**src/rtl/data_mem_lsu_if.sv**
```systemverilog
// Request/response and data-memory bus between the core, the load/store unit and the memory.
// The slave view belongs to the LSU; master is the requesting core; mem is the memory side.
interface data_mem_lsu_if #(
  parameter int unsigned ADDR_WIDTH = 32,
  parameter int unsigned DATA_WIDTH = 32
);
  logic                  req_valid;
  logic                  req_ready;
  logic                  req_store;
  logic [2:0]            req_funct3;
  logic [ADDR_WIDTH-1:0] req_addr;
  logic [DATA_WIDTH-1:0] req_wdata;

  logic                  rsp_valid;
  logic                  rsp_err;
  logic [DATA_WIDTH-1:0] rsp_rdata;

  logic [ADDR_WIDTH-1:0] mem_addr;
  logic                  mem_w_en;
  logic [DATA_WIDTH-1:0] mem_w_data;
  logic [DATA_WIDTH-1:0] mem_r_data;

  modport master (
    output req_valid, req_store, req_funct3, req_addr, req_wdata,
    input  req_ready, rsp_valid, rsp_err, rsp_rdata
  );

  modport slave (
    input  req_valid, req_store, req_funct3, req_addr, req_wdata, mem_r_data,
    output req_ready, rsp_valid, rsp_err, rsp_rdata, mem_addr, mem_w_en, mem_w_data
  );

  modport mem (
    input  mem_addr, mem_w_en, mem_w_data,
    output mem_r_data
  );
endinterface

```
**src/rtl/data_mem_lsu.sv**
```systemverilog
// Load/store unit for a word-wide single-port data memory without byte enables.
// Sub-word stores are done as read-modify-write; misaligned/illegal accesses return an error.
module data_mem_lsu #(
  parameter int unsigned ADDR_WIDTH = 32,
  parameter int unsigned DATA_WIDTH = 32
) (
  input logic           clk,
  input logic           reset,
  data_mem_lsu_if.slave bus
);

  localparam logic [2:0] F3B  = 3'b000;
  localparam logic [2:0] F3H  = 3'b001;
  localparam logic [2:0] F3W  = 3'b010;
  localparam logic [2:0] F3BU = 3'b100;
  localparam logic [2:0] F3HU = 3'b101;

  typedef enum logic [2:0] {
    StIdle,
    StRd,
    StCap,
    StMerge,
    StWr,
    StResp
  } state_e;

  state_e                state_q;
  logic                  store_q;
  logic [2:0]            funct3_q;
  logic [ADDR_WIDTH-1:0] addr_q;
  logic [DATA_WIDTH-1:0] wdata_q;
  logic                  rsp_err_q;
  logic [DATA_WIDTH-1:0] rsp_rdata_q;

  logic                  legal;
  logic [7:0]            ld_byte;
  logic [15:0]           ld_half;
  logic [DATA_WIDTH-1:0] ld_ext;
  logic [DATA_WIDTH-1:0] merged;

  // Legality is judged on the live request so an illegal access never leaves IDLE for memory.
  always_comb begin
    legal = 1'b0;
    unique case (bus.req_funct3)
      F3B:     legal = 1'b1;
      F3H:     legal = ~bus.req_addr[0];
      F3W:     legal = (bus.req_addr[1:0] == 2'b00);
      F3BU:    legal = ~bus.req_store;
      F3HU:    legal = ~bus.req_store & ~bus.req_addr[0];
      default: legal = 1'b0;
    endcase
  end

  always_comb begin
    ld_byte = bus.mem_r_data[{addr_q[1:0], 3'b000} +: 8];
    ld_half = addr_q[1] ? bus.mem_r_data[31:16] : bus.mem_r_data[15:0];
    ld_ext  = bus.mem_r_data;
    unique case (funct3_q)
      F3B:     ld_ext = {{24{ld_byte[7]}}, ld_byte};
      F3H:     ld_ext = {{16{ld_half[15]}}, ld_half};
      F3BU:    ld_ext = {24'h000000, ld_byte};
      F3HU:    ld_ext = {16'h0000, ld_half};
      default: ld_ext = bus.mem_r_data;
    endcase
  end

  // Only SB/SH reach MERGE, so funct3[0] alone picks byte vs half lane.
  always_comb begin
    merged = bus.mem_r_data;
    if (funct3_q[0] == 1'b0) begin
      merged[{addr_q[1:0], 3'b000} +: 8] = wdata_q[7:0];
    end else begin
      merged[{addr_q[1], 4'b0000} +: 16] = wdata_q[15:0];
    end
  end

  always_ff @(posedge clk or posedge reset) begin
    if (reset) begin
      state_q     <= StIdle;
      store_q     <= 1'b0;
      funct3_q    <= 3'b000;
      addr_q      <= '0;
      wdata_q     <= '0;
      rsp_err_q   <= 1'b0;
      rsp_rdata_q <= '0;
    end else begin
      unique case (state_q)
        StIdle: begin
          if (bus.req_valid) begin
            store_q  <= bus.req_store;
            funct3_q <= bus.req_funct3;
            addr_q   <= bus.req_addr;
            wdata_q  <= bus.req_wdata;
            if (!legal) begin
              rsp_err_q   <= 1'b1;
              rsp_rdata_q <= '0;
              state_q     <= StResp;
            end else if (bus.req_store && (bus.req_funct3 == F3W)) begin
              state_q <= StWr;
            end else begin
              state_q <= StRd;
            end
          end
        end
        StRd: begin
          state_q <= store_q ? StMerge : StCap;
        end
        StCap: begin
          rsp_err_q   <= 1'b0;
          rsp_rdata_q <= ld_ext;
          state_q     <= StResp;
        end
        StMerge, StWr: begin
          rsp_err_q   <= 1'b0;
          rsp_rdata_q <= '0;
          state_q     <= StResp;
        end
        StResp: begin
          state_q <= StIdle;
        end
        default: begin
          state_q <= StIdle;
        end
      endcase
    end
  end

  // Write enable and response strobe are pure state decodes, so reset kills them at once.
  assign bus.req_ready  = (state_q == StIdle);
  assign bus.rsp_valid  = (state_q == StResp);
  assign bus.rsp_err    = rsp_err_q;
  assign bus.rsp_rdata  = rsp_rdata_q;
  assign bus.mem_addr   = addr_q;
  assign bus.mem_w_en   = (state_q == StWr) || (state_q == StMerge);
  assign bus.mem_w_data = (state_q == StMerge) ? merged : wdata_q;

endmodule

```
**src/flat_wrapper.sv**
```systemverilog
// flat-port wrapper written by rule: the top's interface ports become plain ports
module data_mem_lsu_flat 
#(
  parameter int unsigned ADDR_WIDTH = 32,
  parameter int unsigned DATA_WIDTH = 32
)
  (clk, reset, bus_req_valid, bus_req_store, bus_req_funct3, bus_req_addr, bus_req_wdata, bus_mem_r_data, bus_req_ready, bus_rsp_valid, bus_rsp_err, bus_rsp_rdata, bus_mem_addr, bus_mem_w_en, bus_mem_w_data);
  data_mem_lsu_if #(.ADDR_WIDTH(ADDR_WIDTH), .DATA_WIDTH(DATA_WIDTH)) bus_i ();
  input logic clk;
  input logic reset;
  input wire logic [$bits(bus_i.req_valid)-1:0] bus_req_valid;
  input wire logic [$bits(bus_i.req_store)-1:0] bus_req_store;
  input wire logic [$bits(bus_i.req_funct3)-1:0] bus_req_funct3;
  input wire logic [$bits(bus_i.req_addr)-1:0] bus_req_addr;
  input wire logic [$bits(bus_i.req_wdata)-1:0] bus_req_wdata;
  input wire logic [$bits(bus_i.mem_r_data)-1:0] bus_mem_r_data;
  output wire logic [$bits(bus_i.req_ready)-1:0] bus_req_ready;
  output wire logic [$bits(bus_i.rsp_valid)-1:0] bus_rsp_valid;
  output wire logic [$bits(bus_i.rsp_err)-1:0] bus_rsp_err;
  output wire logic [$bits(bus_i.rsp_rdata)-1:0] bus_rsp_rdata;
  output wire logic [$bits(bus_i.mem_addr)-1:0] bus_mem_addr;
  output wire logic [$bits(bus_i.mem_w_en)-1:0] bus_mem_w_en;
  output wire logic [$bits(bus_i.mem_w_data)-1:0] bus_mem_w_data;
  assign bus_i.req_valid = bus_req_valid;
  assign bus_i.req_store = bus_req_store;
  assign bus_i.req_funct3 = bus_req_funct3;
  assign bus_i.req_addr = bus_req_addr;
  assign bus_i.req_wdata = bus_req_wdata;
  assign bus_i.mem_r_data = bus_mem_r_data;
  assign bus_req_ready = bus_i.req_ready;
  assign bus_rsp_valid = bus_i.rsp_valid;
  assign bus_rsp_err = bus_i.rsp_err;
  assign bus_rsp_rdata = bus_i.rsp_rdata;
  assign bus_mem_addr = bus_i.mem_addr;
  assign bus_mem_w_en = bus_i.mem_w_en;
  assign bus_mem_w_data = bus_i.mem_w_data;
  data_mem_lsu #(.ADDR_WIDTH(ADDR_WIDTH), .DATA_WIDTH(DATA_WIDTH)) u_core (.clk(clk), .reset(reset), .bus(bus_i));
endmodule
```
**config.mk**
```make
export PLATFORM = sky130hd
export DESIGN_NAME = data_mem_lsu_flat
export DESIGN_NICKNAME = d
export VERILOG_FILES = /design/src/rtl/data_mem_lsu_if.sv /design/src/rtl/data_mem_lsu.sv /design/src/flat_wrapper.sv
export SDC_FILE = /design/constraint.sdc
export NUM_CORES = 1
export LEC_CHECK = 0
export BUFFER_PORTS_ARGS = -buffer_cell sky130_fd_sc_hd__clkbuf_2
export CORE_UTILIZATION = 37
export CTS_BUF_LIST = sky130_fd_sc_hd__clkbuf_8
export DETAILED_ROUTE_END_ITERATION = 10
export GPL_ROUTABILITY_DRIVEN = 0
export SLEW_MARGIN = 20
export SYNTH_ARGS = -nofsm -noshare
export SYNTH_HDL_FRONTEND = slang
export SYNTH_SLANG_ARGS = --single-unit
```
**constraint.sdc**
```tcl
create_clock -name clk -period 3.5 [get_ports clk]
set_input_delay 0.175 -clock clk [delete_from_list [all_inputs] [get_ports clk]]
set_output_delay 0.175 -clock clk [all_outputs]
set_load 0.005 [all_outputs]
```
# Word level (Yosys, flattened, before mapping)
# Index checks and enable logic that the tools add are counted.
[totals]
ff_bits = 104
input_bits = 103
output_inout_bits = 100
wordCells = 62
[op_classes]
n_addsub = 2
eq_ne = 14
shifts = 5
muxes = 18
bitwise = 3
reduce_logical = 13
[ops]
columns = ["cell", "n"]
rows = [
  ["$mux W32", 4],
  ["$pmux W32 S4", 1],
  ["$pmux W32 S3", 1],
  ["$bwmux W32", 2],
  ["$shift A16 B7 Y32 const A", 1],
  ["$shift A8 B7 Y32 const A", 1],
  ["$shiftx A16 B7 Y32", 1],
  ["$shiftx A32 B6 Y8", 1],
  ["$shiftx A8 B7 Y32", 1],
  ["$eq A3 B3 Y1 const B", 6],
  ["$mux W16", 1],
  ["$neg A5 Y7", 2],
  ["$eq A3 B1 Y1 const B", 3],
  ["$eq A3 B2 Y1 const B", 3],
  ["$logic_not A3 Y1", 3],
  ["$mux W3", 3],
  ["$pmux W3 S3", 1],
  ["$reduce_and A3 Y1", 2],
  ["$pmux W1 S5", 1],
  ["$ne A2 B2 Y1 const B", 2],
  ["$mux W1", 3],
  ["$reduce_bool A3 Y1", 1],
  ["$reduce_or A3 Y1", 1],
  ["$logic_not A2 Y1", 1],
  ["8 further kinds", 9],
]

# Longest topological paths before layout
# Gate-level depths: netlist of run 1.
[logic_depth]
depth_word = 6
mapped_depth = 7
ltp_nobuf = 6

# Least setup slack after synthesis of run 1
# No wires, ideal clock.
[synth_path]
path_kind = "reg2out"
startpoint = "reg u_core.addr_q[1] (netlist: u_core.bus.mem_addr[1])"
endpoint = "out bus_mem_w_data[16]"
arrival_ns = 1.999
required_ns = 3.325
slack_ns = 1.326
stages_incl_launch_ff = 8
n_path_buf = 1
cell_sequence = "dfrtp_1 > inv_1 > clkbuf_1 > ha_1 > inv_1 > nor4_2 > a221o_1 > a22o_1"
[synth_between]
elab_chain_len = 5
elab_cells_between_ends = 10
cone_classes = "add/sub (2); shift (4); mux (4)"
[synth_lines]
columns = ["item", "line_no", "source"]
rows = [
  ["start: declaration", "data_mem_lsu.sv:30", "logic [ADDR_WIDTH-1:0] addr_q;"],
  ["start signal: assignment", "data_mem_lsu.sv:92", "addr_q <= bus.req_addr;"],
  ["$neg A5 Y7, on equally long branches", "data_mem_lsu.sv:73, data_mem_lsu.sv:71", ""],
  ["$shiftx A16 B7 Y32 (tied with other cells)", "data_mem_lsu.sv:73", "merged[{addr_q[1], 4'b0000} +: 16] = wdata_q[15:0];"],
  ["$bwmux W32, on equally long branches", "data_mem_lsu.sv:73, data_mem_lsu.sv:71", ""],
  ["$mux W32 *", "data_mem_lsu.sv:70", "if (funct3_q[0] == 1'b0) begin"],
  ["$mux W32 *", "data_mem_lsu.sv:135", "assign bus.mem_w_data = (state_q == StMerge) ? merged : wdata_q;"],
  ["end: declaration", "flat_wrapper.sv:23", "output wire logic [$bits(bus_i.mem_w_data)-1:0] bus_mem_w_data;"],
]
# Mark *: on every way between the ends. The rest lies on a longest branch, timed or not.

# Worst setup path in the final report of run 1
[layout_path]
startpoint = "reg u_core.addr_q[1] (netlist: u_core.bus.mem_addr[1])"
endpoint = "out bus_mem_w_data[17]"
# Same word-level chain as after synthesis.

==> results of run 1 <==
==> worst register-to-register path: stages, from the launching register on <==
cell	delay, ns
sky130_fd_sc_hd__dfrtp_1	0.49
sky130_fd_sc_hd__nor2_2	0.19
sky130_fd_sc_hd__and2_1	0.49
sky130_fd_sc_hd__nor4b_4	0.80
sky130_fd_sc_hd__a221o_1	0.22
==> registers in the layout, summed over array words and instances (netlist names) <==
signal                flops
u_core.bus.rsp_rdata     32
u_core.state_q            3
u_core.bus.rsp_err        1
u_core.funct3_q           3
u_core.wdata_q           32
u_core.bus.mem_addr      32
u_core.store_q            1
==> metrics by stage <==
step / utilization (%) / worst slack [ns] / instances
6_report: 50.2 / 0.321 / 883
4_1_cts: 50.1 / 0.156 / 882
2_1_floorplan: - / 0.593 / 463
3_3_place_gp: 45.5 / 0.740 / 820
5_1_grt: 50.2 / 0.138 / 883
3_5_place_dp: 45.5 / 0.618 / 820
==> power by group <==
group / switching (mW) / internal (mW) / leakage (nW)
logic: 1.56 / 1.61 / 2.03
clock network: 0.472 / 0.296 / 0.0993
registers: 0.570 / 1.77 / 1.29
total: 2.60 / 3.67 / 3.42
==> per-layer routing <==
layer / vias up / wire [um] / global-route usage [%]
li1: 2258 / - / -
met1: 2495 / 7630 / 32.1
met2: 251 / 8790 / 38.9
met3: 22 / 1720 / 6.87
met4: 0 / 395 / 8.11
met5: - / 0 / 0
==> path summary, 6_finish.rpt <==
path / startpoint / cells past startpoint / end / slack (ns)
worst max-delay path: u_core.bus.mem_addr[1] / 7 / bus_mem_w_data[17] / 0.32
worst min-delay path: bus_req_wdata[21] / 2 / u_core.wdata_q[21] / 0.009
worst max register to register: u_core.state_q[2] / 4 / u_core.bus.rsp_rdata[20] / 1.25
worst min register to register: u_core.bus.rsp_rdata[4] / 1 / u_core.bus.rsp_rdata[4] / 0.50
max in group asynchronous: reset / 4 / u_core.wdata_q[19] / 2.26
min in group asynchronous: reset / 3 / u_core.bus.mem_addr[5] / 0.32
==> cell families (layout without fill, tap and decap cells) <==
family                   Yosys count  count (layout)  share of synthesized area, %
flip-flops                       104             104                          47.3
AO/OA/AOI/OAI                    168             168                          23.6
adder cells (fa/ha/maj)            5               5                          1.14
buffers and inverters             45             281                          4.18
AND/OR/NAND/NOR                   56              56                          6.64
multiplexers                      85              85                          17.2
==> synthesized netlist by cell type, types with 2 or more instances <==
cell type                   number
sky130_fd_sc_hd__a211oi_1        5
sky130_fd_sc_hd__a21oi_1        29
sky130_fd_sc_hd__a221o_1        40
sky130_fd_sc_hd__a22o_1         34
sky130_fd_sc_hd__and2_1          7
sky130_fd_sc_hd__buf_1           4
sky130_fd_sc_hd__buf_2           9
sky130_fd_sc_hd__buf_4           5
sky130_fd_sc_hd__buf_6           4
sky130_fd_sc_hd__clkbuf_1       13
sky130_fd_sc_hd__clkinv_1        3
sky130_fd_sc_hd__dfrtp_1       104
sky130_fd_sc_hd__ha_1            5
sky130_fd_sc_hd__inv_1           5
sky130_fd_sc_hd__mux2_2         66
sky130_fd_sc_hd__mux2i_1        18
sky130_fd_sc_hd__nand2_1        17
sky130_fd_sc_hd__nand2b_1        2
sky130_fd_sc_hd__nor2_1          6
sky130_fd_sc_hd__nor2_2          2
sky130_fd_sc_hd__nor2b_1         5
sky130_fd_sc_hd__nor3b_1         3
sky130_fd_sc_hd__nor4_4          2
sky130_fd_sc_hd__o21a_1          5
sky130_fd_sc_hd__o21ai_0        26
sky130_fd_sc_hd__o2bb2ai_1      19
sky130_fd_sc_hd__or3_1           3
==> area by class of cell <==
type                       instances  area [um^2]  share of cell area (%)
tap                              184          230                    3.15
sequential                       104         2600                    35.7
clock buffer                      10          138                    1.89
inverter                           9         36.3                   0.497
timing repair buffer             256         1550                    21.2
multi-input combinational        314         2680                    36.8
clock inverter                     6         63.8                   0.874
==> timing repair <==
action / 4_1_cts / 5_1_grt
hold buffers: 46 / 1
buffers inserted: 0 / 0
resized for setup: 0 / 1
hold endpoints to repair: 82 / 1
setup endpoints to repair: 0 / 8
==> key figures, run 1 <==
Synth
  • FFs w/ async S/R, synth: 100%
  • Syn Std Cell Area: approximately 5500 um^2
  • Leading cell types by total area after synthesis: sky130_fd_sc_hd__dfrtp_1 47%, sky130_fd_sc_hd__mux2_2 14%, sky130_fd_sc_hd__a221o_1 7.3%
  • Synthesized instance count: 463
  • Total of warnings raised by yosys: 0
  • Area fraction of the dominant cell type after synthesis: 47.3%
  • Number of different library cells in the post-synthesis netlist: 49
  • Register bit total from synthesis: approximately 100
  • Primary FF master, synth: sky130_fd_sc_hd__dfrtp_1
  • Post-Syn Nets: approximately 570
  • Sequential element share of the synthesized area: 47.3%
  • Number of flops mapped to enable cells by yosys: 0
  • Leading area contributor after synthesis: sky130_fd_sc_hd__dfrtp_1
  • Synthesized area per cell: 11.9 um^2

Final layout
  • Signed area change from the synthesized netlist to the final layout: 32.6%
  • Antenna cells: 0
  • Most common cell after layout, fill and taps aside: sky130_fd_sc_hd__clkbuf_2
  • Fraction of layout cells with a size suffix above 1: 43.3%
  • Net count of the finished layout: 802
  • Highest-count cells in the layout ignoring fill and taps: 202 x sky130_fd_sc_hd__clkbuf_2, 104 x sky130_fd_sc_hd__dfrtp_1, 66 x sky130_fd_sc_hd__mux2_2
  • Fill cells: 1316
  • Post-route standard cell area excluding fillers: 7300 um^2

Place
  • Cell area reported after detailed placement: 6620 um^2
  • Port-buffer cells: 202
  • HPWL Detailed: 13.2 mm

Setup path
  • Worst Path Required: 3.32 ns
  • Top Family by Delay on Critical Path: flip-flops
  • Worst path most repeated cell: sky130_fd_sc_hd__inv_1
  • Signal arrival time at the worst endpoint: 3.00 ns
  • Largest stage delay, worst path: 0.71 ns
  • Critical-path cell with the highest stage delay: sky130_fd_sc_hd__dfrtp_1
  • Total buffers and inverters traversed by the critical path: 3
  • Critical Path Source Type: flop
  • Crit path max fanout: 20
  • CP cell instances: inv_1 -> ha_1 -> inv_1 -> nor4_4 -> a221o_1 -> a22o_1 -> clkbuf_2
  • Critical path class: flop to primary output
  • Kind of capture point of the worst setup path: primary output

Clock tree
  • Clock buffer depth: 2
  • TritonCTS Buffers: 9
  • Clock tree from TritonCTS: yes
  • Clk_lat worst skew: 0.40 ns
  • H-tree levels: 3
  • Reg clk slew, reported paths: 0.11 ns
  • Num Clock Sinks: about 100
  • Cell at the root of the clock tree: sky130_fd_sc_hd__clkbuf_8

Floorplan
  • Initial core utilization: 37.9%
  • Die width: 124 um
  • Floorplan die area: 15400 um^2
  • Vertical die dimension: 124 um
  • Number of ports placed on the die boundary: slightly above 200
  • Row count: 44
  • Placeable Area: 14500 um^2

Route
  • DRC: 0
  • Total Routed Length: 18.5 mm
  • Count of antenna-violating nets left after detailed routing: 0
  • Vias: between 5000 and 6000
  • First drt pass iteration count: 5
  • Count of routing violations after the opening detailed-route iteration: 319
  • Detail-routed via count per cell: around 5.7
  • Average routed wire per standard cell: approximately 21 um

STA
  • Least-Margin Pin Slew: 0.844 ns
  • Timing-limited maximum frequency: about 310 MHz
  • Final min period: 3.18 ns
  • Setup Total Neg Slack: 0 ns
  • Slew Limit Fails: 0
  • # setup viols final: 0
  • Setup skew after layout: a little over 0.007 ns
  • Unrepaired setup endpoints after global routing: false
  • Final hold violation count: 0
  • Worst max-slew margin expressed relative to the limit: 43.5%
  • Final worst hold slack: about 0.0093 ns
  • Period utilisation layout: 90.8%

Global routing
  • Vias in the first global route: 4889
  • Combined global-route utilization of all metal layers: ~24%
  • Aggregate global routing overflow: 0
  • Wire length of the first global-routing pass: roughly 28 mm
  • Largest net degree at the start of global routing: 59
  • Number of antenna violations at the first check in global routing: 0

Hold path
  • Min-Delay Path Class: primary input to flop

Status
  • Outcome: finished clean

Power
  • Largest vdd supply drop: just under 0.5 mV
  • Sum of internal, switching and leakage power: 6.28 mW
  • Static power due to leakage: 3.42 nW
  • PwrDens: 860 nW/um^2

Flow run
  • Max-capacitance violation count: 0
(Power assumes the default switching activity.)
==> run 2: changes to the inputs <==
--- a/config.mk
+++ b/config.mk
@@ -10,6 +10,7 @@
 export CTS_BUF_LIST = sky130_fd_sc_hd__clkbuf_8
 export DETAILED_ROUTE_END_ITERATION = 10
 export GPL_ROUTABILITY_DRIVEN = 0
+export RECOVER_POWER = 25
 export SLEW_MARGIN = 20
 export SYNTH_ARGS = -nofsm -noshare
 export SYNTH_HDL_FRONTEND = slang
==> run 2 against run 1 <==
The flow now finishes with violations (capacitance limit, slew limit). Wire length fell by 0.19%. Sequential share of layout area rose by 0.15 points. Clock skew fell by 0.00069 ns. Critical path depth did not move. Largest cell class unchanged. Via count fell by 0.90%. Die area did not move. Count of clock-buffer cells in the layout did not move. Design area fell by 0.41%. Flip-flop and latch count did not move. Worst hold slack improved by 0.0056 ns. Sequential power barely moved.
==> key figures, run 2 (synthesis gave the netlist of run 1 again) <==
Status
  • Outcome: complete, but fails checks
  • Violations in the final reports: capacitance limit, slew limit

Setup path
  • Total buffers and inverters traversed by the critical path: 3
  • CP cell instances: inv_1 -> ha_1 -> inv_1 -> nor4_4 -> a221o_1 -> a22o_1 -> clkbuf_2
  • Top Family by Delay on Critical Path: flip-flops
  • Crit path max fanout: 20
  • Worst Path Required: roughly 3.3 ns
  • Worst path most repeated cell: sky130_fd_sc_hd__inv_1
  • Critical Path Source Type: flop
  • Signal arrival time at the worst endpoint: 3.00 ns
  • Critical path class: flop to primary output
  • Critical-path cell with the highest stage delay: sky130_fd_sc_hd__dfrtp_1
  • Kind of capture point of the worst setup path: primary output
  • Largest stage delay, worst path: 0.71 ns

STA
  • Setup Total Neg Slack: 0 ns
  • Final hold violation count: 0
  • Final min period: 3.18 ns
  • # setup viols final: 0
  • Final worst hold slack: 0.0149 ns
  • Slew Limit Fails: 40
  • Worst-case setup margin in the final layout: roughly 0.32 ns
  • Least-Margin Pin Slew: 1.62 ns
  • Worst max-slew margin expressed relative to the limit: -8.66%
  • Timing-limited maximum frequency: 315 MHz
  • Period utilisation layout: 90.8%
  • Unrepaired setup endpoints after global routing: false
  • Setup skew after layout: 0.00658 ns

Global routing
  • Vias in the first global route: 4889
  • Wire length of the first global-routing pass: between 20 and 30 mm
  • Combined global-route utilization of all metal layers: 24.5%
  • Aggregate global routing overflow: 0
  • Number of antenna violations at the first check in global routing: 0
  • Largest net degree at the start of global routing: 59

Place
  • Worst Setup Slack post-DPL: 0.618 ns
  • Port-buffer cells: 202
  • HPWL Detailed: 13.2 mm
  • Inst Count DP: 820
  • Cell area reported after detailed placement: 6620 um^2

Clock tree
  • Clock tree from TritonCTS: yes
  • H-tree levels: 3
  • Clk_lat worst skew: 0.39 ns
  • Post-CTS repair timing setup buffer count: 0
  • Reg clk slew, reported paths: 0.11 ns
  • TritonCTS Buffers: 9
  • Clock buffer depth: 2
  • Num Clock Sinks: 104
  • Cell at the root of the clock tree: sky130_fd_sc_hd__clkbuf_8

Route
  • Count of routing violations after the opening detailed-route iteration: 312
  • Detail-routed via count per cell: 5.64
  • First drt pass iteration count: 4
  • Vias: 4981
  • Total Routed Length: around 19 mm
  • Average routed wire per standard cell: around 21 um
  • Count of antenna-violating nets left after detailed routing: 0
  • DRC: 0

Final layout
  • Post-route standard cell area excluding fillers: ~7300 um^2
  • Final core occ: 50.0%
  • Final std cells w/o fill: 883
  • Fraction of layout cells with a size suffix above 1: 40.1%
  • Signed area change from the synthesized netlist to the final layout: 32.0%
  • Highest-count cells in the layout ignoring fill and taps: 179 x sky130_fd_sc_hd__clkbuf_2, 104 x sky130_fd_sc_hd__dfrtp_1, 66 x sky130_fd_sc_hd__mux2_2
  • Fill cells: 1331
  • Net count of the finished layout: 802
  • Antenna cells: 0
  • Most common cell after layout, fill and taps aside: sky130_fd_sc_hd__clkbuf_2

Power
  • Static power due to leakage: around 3.3 nW
  • Largest vdd supply drop: 0.475 mV
  • PwrDens: 859 nW/um^2
  • Sum of internal, switching and leakage power: 6.24 mW

Floorplan
  • Number of ports placed on the die boundary: 203
  • Vertical die dimension: 124 um
  • Floorplan die area: approximately 15000 um^2
  • Placeable Area: 14500 um^2
  • Row count: 44
  • Die width: between 100 and 150 um
  • Initial core utilization: between 30% and 40%

Flow run
  • Max-capacitance violation count: 1

Hold path
  • Min-Delay Path Class: primary input to flop
## run 2: cell count changes in the layout (fill, tap and decap cells not counted), sizes merged
cell,delta
inv,-1
clkinvlp,+1
## run 2: layout make-up
cell class	count	area (um^2)	area share (%)
Clock buffer	10	138	1.89
Clock inverter	6	63.8	0.878
Inverter	9	35.0	0.482
Multi-Input combinational cell	314	2680	36.9
Sequential cell	104	2600	35.8
Tap cell	184	230	3.17
Timing Repair Buffer	256	1520	20.9
## run 2: path summary, 6_finish.rpt
| path | startpoint | to | slack, ns | cells past startpoint |
|---|---|---|---|---|
| max in group asynchronous | reset | u_core.wdata_q[19] | 1.61 | 4 |
| worst max register to register | u_core.state_q[2] | u_core.bus.rsp_rdata[19] | 1.26 | 4 |
| worst max-delay path | u_core.bus.mem_addr[1] | bus_mem_w_data[17] | 0.32 | 7 |
| worst min-delay path | bus_req_wdata[21] | u_core.wdata_q[21] | 0.01 | 2 |
| min in group asynchronous | reset | u_core.bus.mem_addr[5] | 0.69 | 3 |
| worst min register to register | u_core.bus.rsp_rdata[4] | u_core.bus.rsp_rdata[4] | 0.50 | 1 |
## run 2: metal layers
metal | global-route usage [%] | wire length, um | vias to the layer above
met1 | 32.1 | 7690 | 2453
li1 | - | - | 2260
met2 | 38.9 | 8810 | 247
met5 | 0 | 0 | -
met4 | 8.11 | 347 | 0
met3 | 6.87 | 1670 | 21
## run 2: where the power goes
part | switching, mW | leakage, nW | internal (mW)
Clock | 0.471 | 0.0993 | 0.297
Combinational | 1.56 | 1.95 | 1.58
Sequential | 0.569 | 1.29 | 1.77
## run 2: timing repair
item	in CTS	in global routing
endpoints found under the setup margin	0	8
resized for setup	0	1
hold buffers	46	1
hold endpoints to repair	82	1
==> run 3: changes to the inputs <==
--- a/config.mk
+++ b/config.mk
@@ -6,10 +6,12 @@
 export NUM_CORES = 1
 export LEC_CHECK = 0
 export BUFFER_PORTS_ARGS = -buffer_cell sky130_fd_sc_hd__clkbuf_2
+export CORE_MARGIN = 3
 export CORE_UTILIZATION = 37
 export CTS_BUF_LIST = sky130_fd_sc_hd__clkbuf_8
 export DETAILED_ROUTE_END_ITERATION = 10
 export GPL_ROUTABILITY_DRIVEN = 0
+export GPL_TIMING_DRIVEN = 0
 export RECOVER_POWER = 25
 export SLEW_MARGIN = 20
 export SYNTH_ARGS = -nofsm -noshare
==> run 3 against run 2 <==
The run still ends with capacitance limit, slew limit left. Sequential share of layout area shrank 0.34 points. Utilization grew 1.7 points. Highest routed layer unchanged. Flip-flop and latch count is the same. Power grew 2.9%. Worst setup slack lost 0.038 ns. Via count grew 2.9%. Worst hold slack lost 0.0023 ns. Critical path type unchanged. Largest power group unchanged.
==> key figures, run 3 (synthesis gave the netlist of run 1 again) <==
Status
  • Outcome: complete, but fails checks
  • Violations in the final reports: capacitance limit, slew limit

Power
  • Largest vdd supply drop: around 0.39 mV
  • PwrDens: roughly 880 nW/um^2
  • Sum of internal, switching and leakage power: 6.42 mW
  • Static power due to leakage: 3.45 nW

STA
  • Worst max-slew margin expressed relative to the limit: -41.1%
  • Final worst hold slack: 0.0125 ns
  • Slew Limit Fails: 45
  • Timing-limited maximum frequency: ~310 MHz
  • Period utilisation layout: between 90% and 100%
  • Unrepaired setup endpoints after global routing: false
  • Least-Margin Pin Slew: roughly 2.1 ns
  • Final min period: approximately 3.2 ns
  • Setup skew after layout: 0.0201 ns
  • Final hold violation count: 0
  • # setup viols final: 0

Final layout
  • Fraction of layout cells with a size suffix above 1: 43.3%
  • Highest-count cells in the layout ignoring fill and taps: 201 x sky130_fd_sc_hd__clkbuf_2, 104 x sky130_fd_sc_hd__dfrtp_1, 66 x sky130_fd_sc_hd__mux2_2
  • Area taken by multi-input logic gates: 2670 um^2
  • Antenna cells: 0
  • Fill cells: ~1300
  • Most common cell after layout, fill and taps aside: sky130_fd_sc_hd__clkbuf_2
  • Register area: 2600 um^2
  • Signed area change from the synthesized netlist to the final layout: 33.3%
  • Net count of the finished layout: 823
  • Post-route standard cell area excluding fillers: 7340 um^2
  • Final core occ: 51.7%

Setup path
  • Worst path most repeated cell: sky130_fd_sc_hd__inv_1
  • Signal arrival time at the worst endpoint: between 3 and 4 ns
  • Largest stage delay, worst path: 0.68 ns
  • CP cell instances: inv_1 -> clkbuf_1 -> ha_1 -> inv_1 -> nor4_2 -> a221o_1 -> a22o_1 -> clkbuf_2
  • Critical-path cell with the highest stage delay: sky130_fd_sc_hd__nor4_2
  • Worst Path Required: 3.32 ns
  • Kind of capture point of the worst setup path: primary output
  • Setup crit start: u_core.bus.mem_addr[1]
  • End of the worst register-to-register path: u_core.bus.rsp_rdata[0]
  • Launch point of the worst reg-to-reg path: u_core.bus.mem_addr[1]
  • Crit path max fanout: 12
  • Critical Path Source Type: flop
  • Critical path class: flop to primary output
  • CP endpoint: bus_mem_w_data[16]
  • Worst Reg2Reg Path Length in Cells: 6
  • Worst reg-to-reg setup slack: 1.54 ns

Clock tree
  • Num Clock Sinks: 104
  • Reg clk slew, reported paths: 0.10 ns
  • Clock buffer depth: 2
  • Clk_lat worst skew: 0.40 ns
  • H-tree levels: 3
  • Cell at the root of the clock tree: sky130_fd_sc_hd__clkbuf_8
  • Post-CTS sizing: 0
  • TritonCTS Buffers: 9
  • Clock tree from TritonCTS: yes

Hold path
  • Min-Delay Path Class: primary input to flop
  • Worst Hold Launch: bus_req_addr[8]

Place
  • Port-buffer cells: 202
  • HPWL Detailed: approximately 15 mm
  • Cell area reported after detailed placement: 6770 um^2

Floorplan
  • Die width: 128 um
  • Floorplan die area: 16400 um^2
  • Placeable Area: 14200 um^2
  • Initial core utilization: 38.8%
  • Row count: 43
  • Number of ports placed on the die boundary: 203
  • Vertical die dimension: about 130 um

Global routing
  • Wire length of the first global-routing pass: 29.5 mm
  • Vias in the first global route: 5187
  • Combined global-route utilization of all metal layers: 23.5%
  • Aggregate global routing overflow: 0
  • Number of antenna violations at the first check in global routing: 0
  • Largest net degree at the start of global routing: 61

Route
  • Total Routed Length: approximately 19 mm
  • Count of antenna-violating nets left after detailed routing: 0
  • Count of routing violations after the opening detailed-route iteration: 420
  • Vias: a little over 5000
  • Average routed wire per standard cell: roughly 21 um
  • Detail-routed via count per cell: 5.70
  • First drt pass iteration count: 7
  • DRC: 0

Flow run
  • Max-capacitance violation count: 1
==> run 3: cell count changes in the layout (fill, tap and decap cells not counted), sizes merged <==
cell         delta
clkbuf         +13
clkinv          -3
buf            +16
dlygate4sd3     -9
inv             +2
bufinv          +1
==> run 3: final cells by class <==
class                   count  share of cell area, %
multi-input cells         314                   36.4
flip-flops and latches    104                   35.5
repair buffers            241                   19.3
well taps                 180                   3.07
plain buffers              36                   2.66
clock buffers               9                   1.69
clock inverters             6                  0.921
inverters                   9                  0.477
==> run 3: what timing repair did <==
| action | CTS | global route |
|---|---|---|
| hold buffers | 30 | 8 |
| setup buffers | 0 | 0 |
| endpoints found under the hold margin | 73 | 8 |
==> run 3: power by group <==
group / internal [mW] / switching, mW / total [mW] / leakage, nW
clock: 0.333 / 0.453 / 0.786 / 0.0979
sequential: 1.77 / 0.507 / 2.28 / 1.29
combinational: 1.67 / 1.69 / 3.36 / 2.07
total: 3.77 / 2.65 / 6.42 / 3.45
==> run 3: how the worst min path moves through the flow <==
stage | cells after the start | slack, ns | endpoint
detailed placement | 2 | 0.22 | u_core.bus.mem_addr[4]
global placement | 2 | 0.41 | u_core.bus.mem_addr[29]
finish | 2 | 0.01 | u_core.bus.mem_addr[8]
global route | 2 | 0.0002 | u_core.bus.mem_addr[8]
CTS | 2 | 0.0005 | u_core.bus.mem_addr[29]
floorplan | 2 | 0.29 | u_core.bus.mem_addr[0]
==> run 3: worst max-delay path, delay by kind of cell, from the launching register on <==
family	cells	cell delay, ns
simple gates	1	0.68
buf+inv	4	0.59
compound gates	2	0.43
flops	1	0.50
fa+ha+maj	1	0.44
==> run 3: routing by layer <==
metal / vias to the layer above / track usage, % / part of all wire [%]
met4: 0 / 8.11 / 2.6
met3: 38 / 6.96 / 9.4
met1: 2518 / 31.3 / 43
met5: - / 0 / 0
met2: 260 / 36.4 / 45
li1: 2307 / - / -
==> run 3: stage by stage <==
step | setup WS, ns | TNS, ns | std cells
after floorplan | 0.593 | 0 | 463
after global placement | -0.526 | -53.89 | 845
after detailed placement | 0.789 | 0 | 846
after CTS | 0.337 | 0 | 891
after global routing | 0.0909 | 0 | 899
final | 0.286 | 0 | 899
